[src/rtl/pipeline_hazard_ctrl.sv]
// Central stall/flush controller: merges dmem wait, mul/div occupancy, EX redirect and load-use into per-stage strobes.
// Strobes are combinational (zero latency); state, timeout and stall counter update on the rising clock edge.
module pipeline_hazard_ctrl #(
   parameter int MULDIV_TIMEOUT = 64,
   parameter int CNT_W          = 16
) (
   input  logic             clock,
   input  logic             reset,
   input  logic [4:0]       if_id_rs1,
   input  logic [4:0]       if_id_rs2,
   input  logic             if_id_use_rs1,
   input  logic             if_id_use_rs2,
   input  logic [4:0]       id_ex_rd,
   input  logic             id_ex_memread,
   input  logic             ex_redirect,
   input  logic             ex_muldiv_start,
   input  logic             muldiv_done,
   input  logic             dmem_wait,
   input  logic             stall_cnt_clr,
   output logic             pc_write,
   output logic             if_id_write,
   output logic             id_ex_write,
   output logic             ex_mem_write,
   output logic             if_id_flush,
   output logic             id_ex_flush,
   output logic             ex_mem_flush,
   output logic             stall,
   output logic [CNT_W-1:0] stall_cycles,
   output logic             timeout_err
);

   localparam int               TMO_W   = $clog2(MULDIV_TIMEOUT + 1);
   localparam logic [TMO_W-1:0] TMO_MAX = TMO_W'(MULDIV_TIMEOUT);
   localparam logic [CNT_W-1:0] CNT_MAX = {CNT_W{1'b1}};

   typedef enum logic {RUN, MULDIV} state_t;

   state_t           state, state_nxt;
   logic [TMO_W-1:0] tmo, tmo_nxt;
   logic             terr_nxt;
   logic             load_use;
   logic             md_stall;

   // x0 is hardwired zero, so a load targeting it never creates a dependency.
   assign load_use = id_ex_memread && (id_ex_rd != 5'd0) &&
                     ((if_id_use_rs1 && (if_id_rs1 == id_ex_rd)) ||
                      (if_id_use_rs2 && (if_id_rs2 == id_ex_rd)));

   always_ff @(posedge clock or negedge reset) begin
      if (!reset) begin
         state       <= RUN;
         tmo         <= '0;
         timeout_err <= 1'b0;
      end else begin
         state       <= state_nxt;
         tmo         <= tmo_nxt;
         timeout_err <= terr_nxt;
      end
   end

   always_comb begin
      state_nxt    = state;
      tmo_nxt      = tmo;
      terr_nxt     = timeout_err;
      md_stall     = 1'b0;
      pc_write     = 1'b1;
      if_id_write  = 1'b1;
      id_ex_write  = 1'b1;
      ex_mem_write = 1'b1;
      if_id_flush  = 1'b0;
      id_ex_flush  = 1'b0;
      ex_mem_flush = 1'b0;

      if (!reset) begin
         pc_write     = 1'b0;
         if_id_write  = 1'b0;
         id_ex_write  = 1'b0;
         ex_mem_write = 1'b0;
      end else if (dmem_wait) begin
         // Full freeze: every lower-priority hazard is deferred until memory answers.
         pc_write     = 1'b0;
         if_id_write  = 1'b0;
         id_ex_write  = 1'b0;
         ex_mem_write = 1'b0;
      end else begin
         case (state)
            RUN: begin
               if (ex_muldiv_start && !muldiv_done) begin
                  md_stall  = 1'b1;
                  state_nxt = MULDIV;
                  tmo_nxt   = TMO_W'(1);
               end
            end
            MULDIV: begin
               // The exit cycle evaluates as RUN; the start strobe is stale here.
               if (muldiv_done) begin
                  state_nxt = RUN;
                  tmo_nxt   = '0;
               end else if (tmo == TMO_MAX) begin
                  state_nxt = RUN;
                  tmo_nxt   = '0;
                  terr_nxt  = 1'b1;
               end else begin
                  md_stall = 1'b1;
                  tmo_nxt  = tmo + TMO_W'(1);
               end
            end
            default: begin
               state_nxt = RUN;
               tmo_nxt   = '0;
            end
         endcase

         if (md_stall) begin
            // Hold the front end, drain EX/MEM with bubbles while the unit runs.
            pc_write     = 1'b0;
            if_id_write  = 1'b0;
            id_ex_write  = 1'b0;
            ex_mem_flush = 1'b1;
         end else if (ex_redirect) begin
            if_id_flush = 1'b1;
            id_ex_flush = 1'b1;
         end else if (load_use) begin
            pc_write    = 1'b0;
            if_id_write = 1'b0;
            id_ex_flush = 1'b1;
         end
      end
   end

   assign stall = reset && !pc_write;

   always_ff @(posedge clock or negedge reset) begin
      if (!reset) begin
         stall_cycles <= '0;
      end else if (stall_cnt_clr) begin
         stall_cycles <= '0;
      end else if (stall && (stall_cycles != CNT_MAX)) begin
         stall_cycles <= stall_cycles + CNT_W'(1);
      end
   end

endmodule

[config.mk]
export PLATFORM = sky130hd
export DESIGN_NAME = pipeline_hazard_ctrl
export DESIGN_NICKNAME = d
export VERILOG_FILES = /design/src/rtl/pipeline_hazard_ctrl.sv
export SDC_FILE = /design/constraint.sdc
export NUM_CORES = 1
export LEC_CHECK = 0
export BUFFER_PORTS_ARGS = -buffer_cell sky130_fd_sc_hd__buf_2
export CORE_MARGIN = 2
export CORE_UTILIZATION = 46
export DETAILED_ROUTE_END_ITERATION = 10
export GPL_ROUTABILITY_DRIVEN = 0
export PLACE_DENSITY_LB_ADDON = 0.2
export SLEW_MARGIN = 20
export SYNTH_ARGS = -nofsm -noshare
export SYNTH_HDL_FRONTEND = slang
export SYNTH_SLANG_ARGS = --single-unit
[constraint.sdc]
create_clock -name clock -period 2 [get_ports clock]
set_input_delay 0.3 -clock clock [delete_from_list [all_inputs] [get_ports clock]]
set_output_delay 0.3 -clock clock [all_outputs]
set_load 0.1 [all_outputs]
== Yosys cells after proc, flatten, opt, wreduce, memory -nomap -nowiden ==
Cells that the tools add are included.

* Word-level logic and storage cells: 63
* Bits in registers: 25
* Bits of input ports: 25
* Output and inout bits: 25

* Reduce and logical (&&, ||, !) cells: 15
* Muxes and demuxes: 34
* Bitwise operators: 3
* Add/sub/neg operators: 2
* Equal/unequal tests: 5

{| class="wikitable"
|+ Operator list
! kind !! number
|-
| $mux 16 || 2
|-
| $mux 1 || 27
|-
| $mux 7 || 3
|-
| $add 16x1->16 const B || 1
|-
| $ne 16x16->1 const B || 1
|-
| $pmux 7 s2 || 1
|-
| $eq 5x5->1 || 2
|-
| $add 7x1->7 const B || 1
|-
| $eq 7x7->1 const B || 1
|-
| $logic_and 1x1->1 || 7
|-
| $reduce_and 5->1 || 1
|-
| $reduce_bool 5->1 || 1
|-
| $not 1->1 || 3
|-
| $reduce_and 3->1 || 1
|-
| $logic_not 1->1 || 2
|-
| $ne 2x2->1 const B || 1
|-
| $pmux 1 s2 || 1
|-
| $reduce_and 2->1 || 1
|-
| $reduce_bool 2->1 || 1
|-
| $logic_or 1x1->1 || 1
|}

== Logic depth before layout (Yosys ltp) ==
Gate-level depths: netlist of the first run.

* Depth in word-level cells: 14
* Mapped depth: 9
* Gate-level depth less buffers: 8

== Worst setup path after synthesis of the first run ==
No wires, ideal clock.

* Path type: register to output
* From: register tmo[3]
* To: output port pc_write
* Buffers on the path: 1
* Cell stages (with the launch flop): 6
* Data arrival time: 3.741 ns
* Slack: -2.041 ns
* Required time: 1.700 ns
* Path through: dfrtp_1 nor4_2 a41oi_2 nor2_1 o31a_1 buf_4

* Cells in the longest elaborated chain, start to end: 9

{| class="wikitable"
|+ Ends and longest elaborated chain
! what !! line !! text
|-
| from (decl) || 39 || <nowiki>logic [TMO_W-1:0] tmo, tmo_nxt;</nowiki>
|-
| from (signal assigned) || 56 || <nowiki>tmo <= tmo_nxt;</nowiki>
|-
| $eq 7x7->1 || 99 || <nowiki>end else if (tmo == TMO_MAX) begin</nowiki>
|-
| $mux 1 || 99 ||
|-
| $mux 1 || 96 || <nowiki>if (muldiv_done) begin</nowiki>
|-
| $pmux 1 s2 || 86 || <nowiki>case (state)</nowiki>
|-
| $mux 1 || 79 || <nowiki>end else if (dmem_wait) begin</nowiki>
|-
| $mux 1 || 74 || <nowiki>if (!reset) begin</nowiki>
|-
| $mux 1 (3 in a row) || -- ||
|-
| to (decl) || 20 || <nowiki>output logic pc_write,</nowiki>
|}

Every way passes these cells. The select of a mux whose other input is x is not followed.

== Worst setup path after layout of the first run ==
* From: register tmo[2]
* To: output port stall

* Cells in the longest elaborated chain, start to end: 11

{| class="wikitable"
|+ Ends and longest elaborated chain
! what !! line !! text
|-
| $eq 7x7->1 || 99 ||
|-
| $mux 1 || 99 ||
|-
| $mux 1 || 96 ||
|-
| $pmux 1 s2 || 86 ||
|-
| $mux 1 || 79 ||
|-
| $mux 1 || 74 ||
|-
| $mux 1 || 114 || <nowiki>if (md_stall) begin</nowiki>
|-
| $mux 1 || 79 ||
|-
| $mux 1 || 74 ||
|-
| $logic_not 1->1 || 131 || <nowiki>assign stall = reset && !pc_write;</nowiki>
|-
| $logic_and 1x1->1 || 131 ||
|-
| to (decl) || 27 || <nowiki>output logic stall,</nowiki>
|}

Every way passes these cells. The select of a mux whose other input is x is not followed.

==> results by group, run 1 <==
Clock network
  • Clk sinks: 25
  • CTS Buf Count: 3
  • Worst-Skew Late Latency: 0.27 ns
  • Clock transition at path regs: roughly 0.090 ns
  • Max Buffers Root-to-Sink: 2
  • H-tree depth: 1
  • CTS tree: done
  • Clock Root Buffer: clkbuf_8

Placement
  • Place WS: -0.181 ns
  • Placed Cells: 299
  • IO buf count: 49
  • Post-DP HPWL: roughly 3200 microns

Timing
  • Tmin final: 2.21 ns
  • Setup Viol. Count Final: 20
  • Unrepaired setup endpoints after global routing: yes
  • Clk_skew: 0.00494 ns
  • Final hold violations: 0
  • Post-route worst setup slack: -0.210 ns
  • Worst-Margin Slew: between 0.4 and 0.5 ns
  • Slew Viols, Final: 0
  • Fmax: about 450 MHz
  • Fin crit share: 110%
  • Slew headroom: 67.8%

Pwr
  • Pwr Density: between 400 and 500 nW/um^2
  • Net Sw Frac: 32.6%
  • Clock share of power: 22.7%
  • P_int: 891 uW
  • Gate power share: between 30% and 40%
  • Leak: 0.00116 uW
  • Flop pwr share: between 40% and 50%
  • Switch Pwr: 430 uW
  • Max rail drop VDD: 0.000286 V

Finish
  • Fillers: 258
  • Most frequent cells in the layout: buf_2 (41), buf_4 (24), nand2_1 (13)
  • Most common cell after layout, fill and taps aside: buf_2
  • Fin cells: 312
  • Fraction of layout cells with a size suffix above 1: a little over half
  • Register Area: 657 sq um
  • Final #Nets: 293
  • Layout area overhead: 55.5%
  • Antenna cells: 0
  • Multi-input logic area: approximately 1200 sq um

Yosys
  • Netlist cell types: 45
  • Asr flop ratio synth: 100%
  • EDFF count, synth: 0
  • Mapped Cells: roughly 190
  • Ys flop type: dfrtp_1
  • Yosys warns: 0
  • Syn avg cell area: approximately 9.3 sq um
  • Mapped Area: around 1700 sq um
  • Mapped Nets: between 200 and 250
  • Yosys reg bits: 25
  • Sequential-to-total area share from yosys stat: 36.3%

Worst setup path
  • Setup CP Type: reg2out
  • Req. time, crit path: between 1.5 and 2 ns
  • Register-to-register setup slack: -0.20 ns
  • Slowest stage delay, CP: ~0.42 ns
  • CP cell instances: nor4_4 -> a41oi_2 -> o21a_1 -> a21oi_4 -> buf_12 -> inv_16 -> buf_16
  • Type of origin of the critical path: register
  • Family with the most delay on the worst path: compound AO/OA/AOI/OAI gates
  • Critical Path Source: tmo[2]
  • Reg-to-Reg Start: tmo[2]
  • CP Capture Type: output port
  • Worst Path Max Fanout: 2
  • Worst path slowest cell: dfrtp_1
  • Buf/Inv on CP: 3
  • CP arrival: 1.91 ns

Drt
  • 1st-pass router iterations: 5
  • DR DRC count: 0
  • Drt wl/cell: about 16 microns
  • 1st-iter DRT viols: 92
  • Via/cell ratio: ~5.7
  • Total Wirelength: ~5000 microns
  • Via count: around 1800
  • Antenna-violating nets left: 0

Outcome
  • Status: finished with violations
  • Failing checks: negative setup slack

Global route
  • Total grt overflow: 0
  • Largest net degree at the start of global routing: 25
  • First-pass GRT wire length: 7940 microns
  • Initial antenna violation count: 0
  • GRT Util Overall: a little under a quarter
  • Vias in the first global route: roughly 1800

Floorplan
  • Core Area: 3630 sq um
  • Die area: roughly 4200 sq um
  • Core Rows: 22
  • Initial core utilization: 47.4%
  • Die X: around 65 microns
  • Die extent in y: approximately 65 microns
  • IO Pins: 50

Worst hold path
  • Worst Hold Class: in2async

Job
  • Max-Cap Viols: 0
## power by group through the flow
stage                     combinational, uW  sequential (uW)  clock (uW)
after floorplan                         206              575           0
after global placement                  388              547           0
after detailed placement                395              548           0
after CTS                               455              537         306
after global routing                    513              542         331
final                                   482              539         300
## stage by stage
stage	power, uW	instance area (sq um)	util (%)	hold slack [ns]	TNS, ns
final	1320	2680	73.7	0.0968	-2.33
after global routing	1390	2680	73.7	0.122	-4.85
after CTS	1300	2590	71.2	0.0991	-2.61
after detailed placement	943	2370	65.4	0.116	-1.36
after global placement	935	2370	65.4	0.117	-0.972
after floorplan	781	1860	-	0.00441	-2.77
## path summary, 6_finish.rpt
path	to	depth (start not counted)
worst max-delay path	stall	7
worst min-delay path	stall_cycles[5]	2
worst max register to register	stall_cycles[2]	10
worst min register to register	timeout_err	1
max in group asynchronous	state	2
min in group clock	tmo[0]	3
## synthesized netlist by cell type (2+ instances only)
library cell | instances | area share, %
or4_1 | 9 | 3.9
ha_1 | 3 | 2.2
nand3_1 | 12 | 3.5
o21a_1 | 2 | 0.87
and2_1 | 4 | 1.5
o31ai_1 | 9 | 3.9
o21ai_1 | 3 | 0.87
dfrtp_1 | 25 | 36
nand2_1 | 13 | 2.8
nor2_1 | 13 | 2.8
and3_4 | 3 | 2.0
nor4_2 | 2 | 1.5
o21ai_0 | 8 | 2.3
nor3_2 | 4 | 2.3
a31oi_1 | 3 | 1.1
mux2_4 | 4 | 3.5
clkbuf_1 | 3 | 0.65
and3_1 | 4 | 1.5
nor2b_1 | 7 | 2.5
a21oi_1 | 11 | 3.2
buf_6 | 3 | 2.0
nand4_1 | 5 | 1.8
inv_1 | 5 | 1.1
xnor2_1 | 10 | 5.1
## routing by layer
| metal | vias to the layer above | GRT usage [%] | share of wire [%] |
|---|---|---|---|
| met5 | - | 0 | 0 |
| met1 | 843 | 30.3 | 41 |
| met4 | 0 | 9.38 | 2.3 |
| li1 | 849 | - | - |
| met2 | 80 | 40.7 | 50 |
| met3 | 11 | 3.94 | 6.4 |
## flip-flops by register name, summed over array words and instances, names as in the netlist
signal        count
stall_cycles     16
state             1
timeout_err       1
tmo               7
## cell families after synthesis
| logic type | count (synthesis) | share of synthesized area, % |
|---|---|---|
| flip-flops | 25 | 36.3 |
| multiplexers | 5 | 4.14 |
| adder cells (fa/ha/maj) | 3 | 2.18 |
| XOR/XNOR | 10 | 5.09 |
| AO/OA/AOI/OAI | 47 | 18.5 |
| buffers and inverters | 14 | 4.65 |
| AND/OR/NAND/NOR | 82 | 29.1 |
## worst reg2reg max path, stage by stage (launching register included)
cell and delay (ns):
dfrtp_1 0.42, nor4_4 0.32, a41oi_2 0.18, o21a_1 0.24
a21oi_4 0.16, buf_12 0.14, inv_16 0.03, buf_4 0.13
buf_8 0.12, nand3_4 0.05, mux2_4 0.30
## cell type report
cell class | count | share of cell area (%)
clock inverter | 1 | 0.187
clock buffer | 3 | 1.54
timing repair buffer | 81 | 26.4
tap | 48 | 2.24
sequential | 25 | 24.5
inverter | 6 | 1.45
multi-input combinational | 148 | 43.7
## what timing repair did
| action | CTS | global route |
|---|---|---|
| setup endpoints to repair | 18 | 23 |
| gates resized for setup | 14 | 18 |
| hold endpoints to repair | 1 | 0 |
| cloned | 3 | 0 |
| setup buffers | 4 | 1 |
| pin swaps | 8 | 9 |
| hold buffers | 1 | 0 |
(Power assumes the default switching activity.)
==> run 2: changes to the inputs <==
--- a/config.mk
+++ b/config.mk
@@ -5,12 +5,14 @@
 export SDC_FILE = /design/constraint.sdc
 export NUM_CORES = 1
 export LEC_CHECK = 0
+export ABC_AREA = 1
 export BUFFER_PORTS_ARGS = -buffer_cell sky130_fd_sc_hd__buf_2
 export CORE_MARGIN = 2
 export CORE_UTILIZATION = 46
 export DETAILED_ROUTE_END_ITERATION = 10
 export GPL_ROUTABILITY_DRIVEN = 0
-export PLACE_DENSITY_LB_ADDON = 0.2
+export PLACE_DENSITY = 0.74
+export SETUP_SLACK_MARGIN = 0.4
 export SLEW_MARGIN = 20
 export SYNTH_ARGS = -nofsm -noshare
 export SYNTH_HDL_FRONTEND = slang
==> run 2 against run 1 <==
Compared with the run above:
- the run still ends with negative setup slack left
- sequential cell count unchanged
- synthesized area grew 6.4%
- hold slack better by 0.076 ns
- combinational power is 51% higher
- maximum frequency rose by 7.6%
- utilization down 0.19 points
==> results by group, run 2 <==
Floorplan
  • Core Rows: 22
  • Initial core utilization: 48.9%
  • Die extent in y: roughly 67 microns
  • Die X: 67.1 microns
  • Core Area: roughly 3700 sq um
  • IO Pins: 50
  • Die area: around 4500 sq um

Global route
  • GR Util met2: between 30% and 40%
  • Most used routing layer in global routing: met2
  • Largest net degree at the start of global routing: 27
  • Initial antenna violation count: 0
  • GRT Util Overall: 21.9%
  • Met3 Use GR: roughly 3.5%
  • Met1 Resource Use GR: 27.7%
  • Vias in the first global route: between 1500 and 2000
  • Total grt overflow: 0
  • First-pass GRT wire length: a little under 8000 microns

Drt
  • 1st-iter DRT viols: roughly 180
  • Via count: a little over 2000
  • Via/cell ratio: just over 5
  • Drt wl/cell: between 10 and 15 microns
  • 1st-pass router iterations: 4
  • Antenna-violating nets left: 0
  • DR DRC count: 0
  • Total Wirelength: 5270 microns

Worst setup path
  • R2R cell count: 12
  • Setup CP Type: reg2out
  • Req. time, crit path: ~1.7 ns
  • Worst Path Max Fanout: 2
  • CP Capture Type: output port
  • CP arrival: 1.75 ns
  • Register-to-register setup slack: approximately 0.13 ns
  • Type of origin of the critical path: register
  • R2r endpoint: stall_cycles[7]
  • Reg-to-Reg Start: tmo[0]

Worst hold path
  • Worst Hold Class: in2async

Yosys
  • Share of the synthesized area in the top cell type: 34.2%
  • Main area contributors after synthesis: dfrtp_1 (34%), nand2_1 (18%), inv_1 (8.6%), nand3_1 (7.7%), nor2_1 (7.0%)
  • EDFF count, synth: 0
  • Mapped Area: between 1500 and 2000 sq um
  • Ys flop type: dfrtp_1
  • Yosys reg bits: 25
  • Area leader, netlist: dfrtp_1
  • Netlist cell types: 31
  • Asr flop ratio synth: 100%
  • Syn avg cell area: between 6 and 7 sq um
  • Synth cell count leaders: nand2_1 (86), inv_1 (42), nor2_1 (34)
  • Mapped Nets: ~310
  • Mapped Cells: 277
  • Most frequent cell after synthesis: nand2_1
  • Yosys warns: 0
  • Sequential-to-total area share from yosys stat: ~34%

Pwr
  • Pwr Density: between 500 and 600 nW/um^2
  • Leak: between 0.001 and 0.0015 uW
  • Clock share of power: roughly a fifth
  • Max rail drop VDD: 0.000365 V
  • Flop pwr share: a little over a third
  • P_int: approximately 960 uW
  • Gate power share: between 40 and 50%
  • Net Sw Frac: roughly 42%
  • Switch Pwr: roughly 680 uW

Timing
  • Fmax: 487 MHz
  • Fin Setup TNS: -0.197 ns
  • Setup Viol. Count Final: 6
  • Slew headroom: 56.0%
  • Worst-Margin Slew: 0.657 ns
  • Unrepaired setup endpoints after global routing: yes
  • Final hold violations: 0
  • Hold slack: roughly 0.17 ns
  • Fin crit share: 103%
  • Tmin final: just over 2 ns
  • Post-route worst setup slack: -0.0537 ns
  • Slew Viols, Final: 0
  • Clk_skew: around 0.0069 ns

Clock network
  • H-tree depth: 1
  • Worst-Skew Late Latency: between 0.2 and 0.3 ns
  • Post-cts hold buffer count: 0
  • Clock transition at path regs: approximately 0.1 ns
  • Max Buffers Root-to-Sink: 2
  • CTS Buf Count: 3
  • Clock Root Buffer: clkbuf_8
  • CTS tree: done
  • Clk sinks: 25

Placement
  • Post-DP HPWL: between 3000 and 4000 microns
  • Place WS: roughly 0.10 ns
  • IO buf count: approximately 50
  • Placed Cells: 373

Finish
  • Antenna cells: 0
  • Fillers: 283
  • Most frequent cells in the layout: nand2_1 (71), buf_2 (40), inv_1 (34)
  • Largest registers: stall_cycles x16, tmo x7
  • Final #Nets: 374
  • Layout area overhead: 50.1%
  • Fraction of layout cells with a size suffix above 1: between 40% and 50%
  • Fin cells: about 390
  • Most common cell after layout, fill and taps aside: nand2_1
  • Largest register FFs: 16
  • Biggest register: stall_cycles

Outcome
  • Failing checks: negative setup slack
  • Status: finished with violations

Job
  • Max-Cap Viols: 0
-- run 2: cell types whose count changed after synthesis, sizes merged, moves of 6 or more --
cell	change
nand2	+76
inv	+36
nor2	+23
nand3	+17
o31ai	-9
or4	-9
xor2	+8
and3	-7
nor2b	-7
xnor2	-7
a21oi	-6
-- run 2: layout make-up --
class / instances / area (sq um) / area share (%)
Multi-Input combinational cell: 204 / 1280 / 46.5
Sequential cell: 25 / 653 / 23.7
Timing Repair Buffer: 69 / 537 / 19.5
Inverter: 43 / 178 / 6.46
Tap cell: 48 / 60.1 / 2.18
Clock buffer: 4 / 45.0 / 1.64
-- run 2: routing by layer --
layer	up-vias	wire length (microns)
li1	1005	-
met1	970	2240
met2	59	2760
met3	6	213
met4	0	60
met5	-	0
-- run 2: cells by family (layout without fill, tap and decap cells) --
| kind of cell | Yosys count | in the layout | synth area share, % |
|---|---|---|---|
| and+or+nand+nor | 169 | 170 | 41.5 |
| AOI/OAI and AO/OA | 20 | 20 | 6.08 |
| xor gates and xnor gates | 11 | 11 | 5.26 |
| DFF | 25 | 25 | 34.2 |
| buffers and inverters | 49 | 116 | 10.9 |
| adders and majority gates | 3 | 3 | 2.05 |
-- run 2: metrics by stage --
step	power, uW	util, %	instance area (sq um)
after floorplan	982	-	1960
after global placement	1120	63.3	2370
after detailed placement	1130	63.3	2370
after CTS	1510	66.9	2500
after global routing	1710	73.5	2750
final	1640	73.5	2750
-- run 2: power groups by stage --
stage	sequential (uW)	clock, uW	combinational (uW)
final	596	314	726
after global placement	605	0	515
after global routing	599	341	775
after CTS	590	313	604
after floorplan	690	0	292
after detailed placement	607	0	527
-- run 2: what timing repair did --
action	4_1_cts	5_1_grt
buffers inserted	10	5
gates cloned	0	1
resized for setup	4	49
endpoints found under the hold margin	0	0
endpoints found under the setup margin	23	27
pin swaps	5	23
-- run 2: worst max-delay path, stage by stage, from the launching register on --
cell,delay (ns)
dfrtp_1,0.39
inv_2,0.07
ha_4,0.15
nand4_1,0.10
nand3_2,0.12
nand2_4,0.09
buf_4,0.12
nor2_4,0.03
a21oi_2,0.20
buf_12,0.20
-- run 2: worst max-delay path by stage --
stage | cells past startpoint | startpoint | end | slack (ns)
floorplan | 7 | reset | pc_write | -0.58
global placement | 9 | tmo[0] | id_ex_flush | 0.19
detailed placement | 9 | tmo[0] | id_ex_flush | 0.10
CTS | 9 | tmo[0] | id_ex_flush | -0.004
global route | 9 | tmo[0] | id_ex_flush | -0.14
finish | 9 | tmo[0] | stall | -0.05
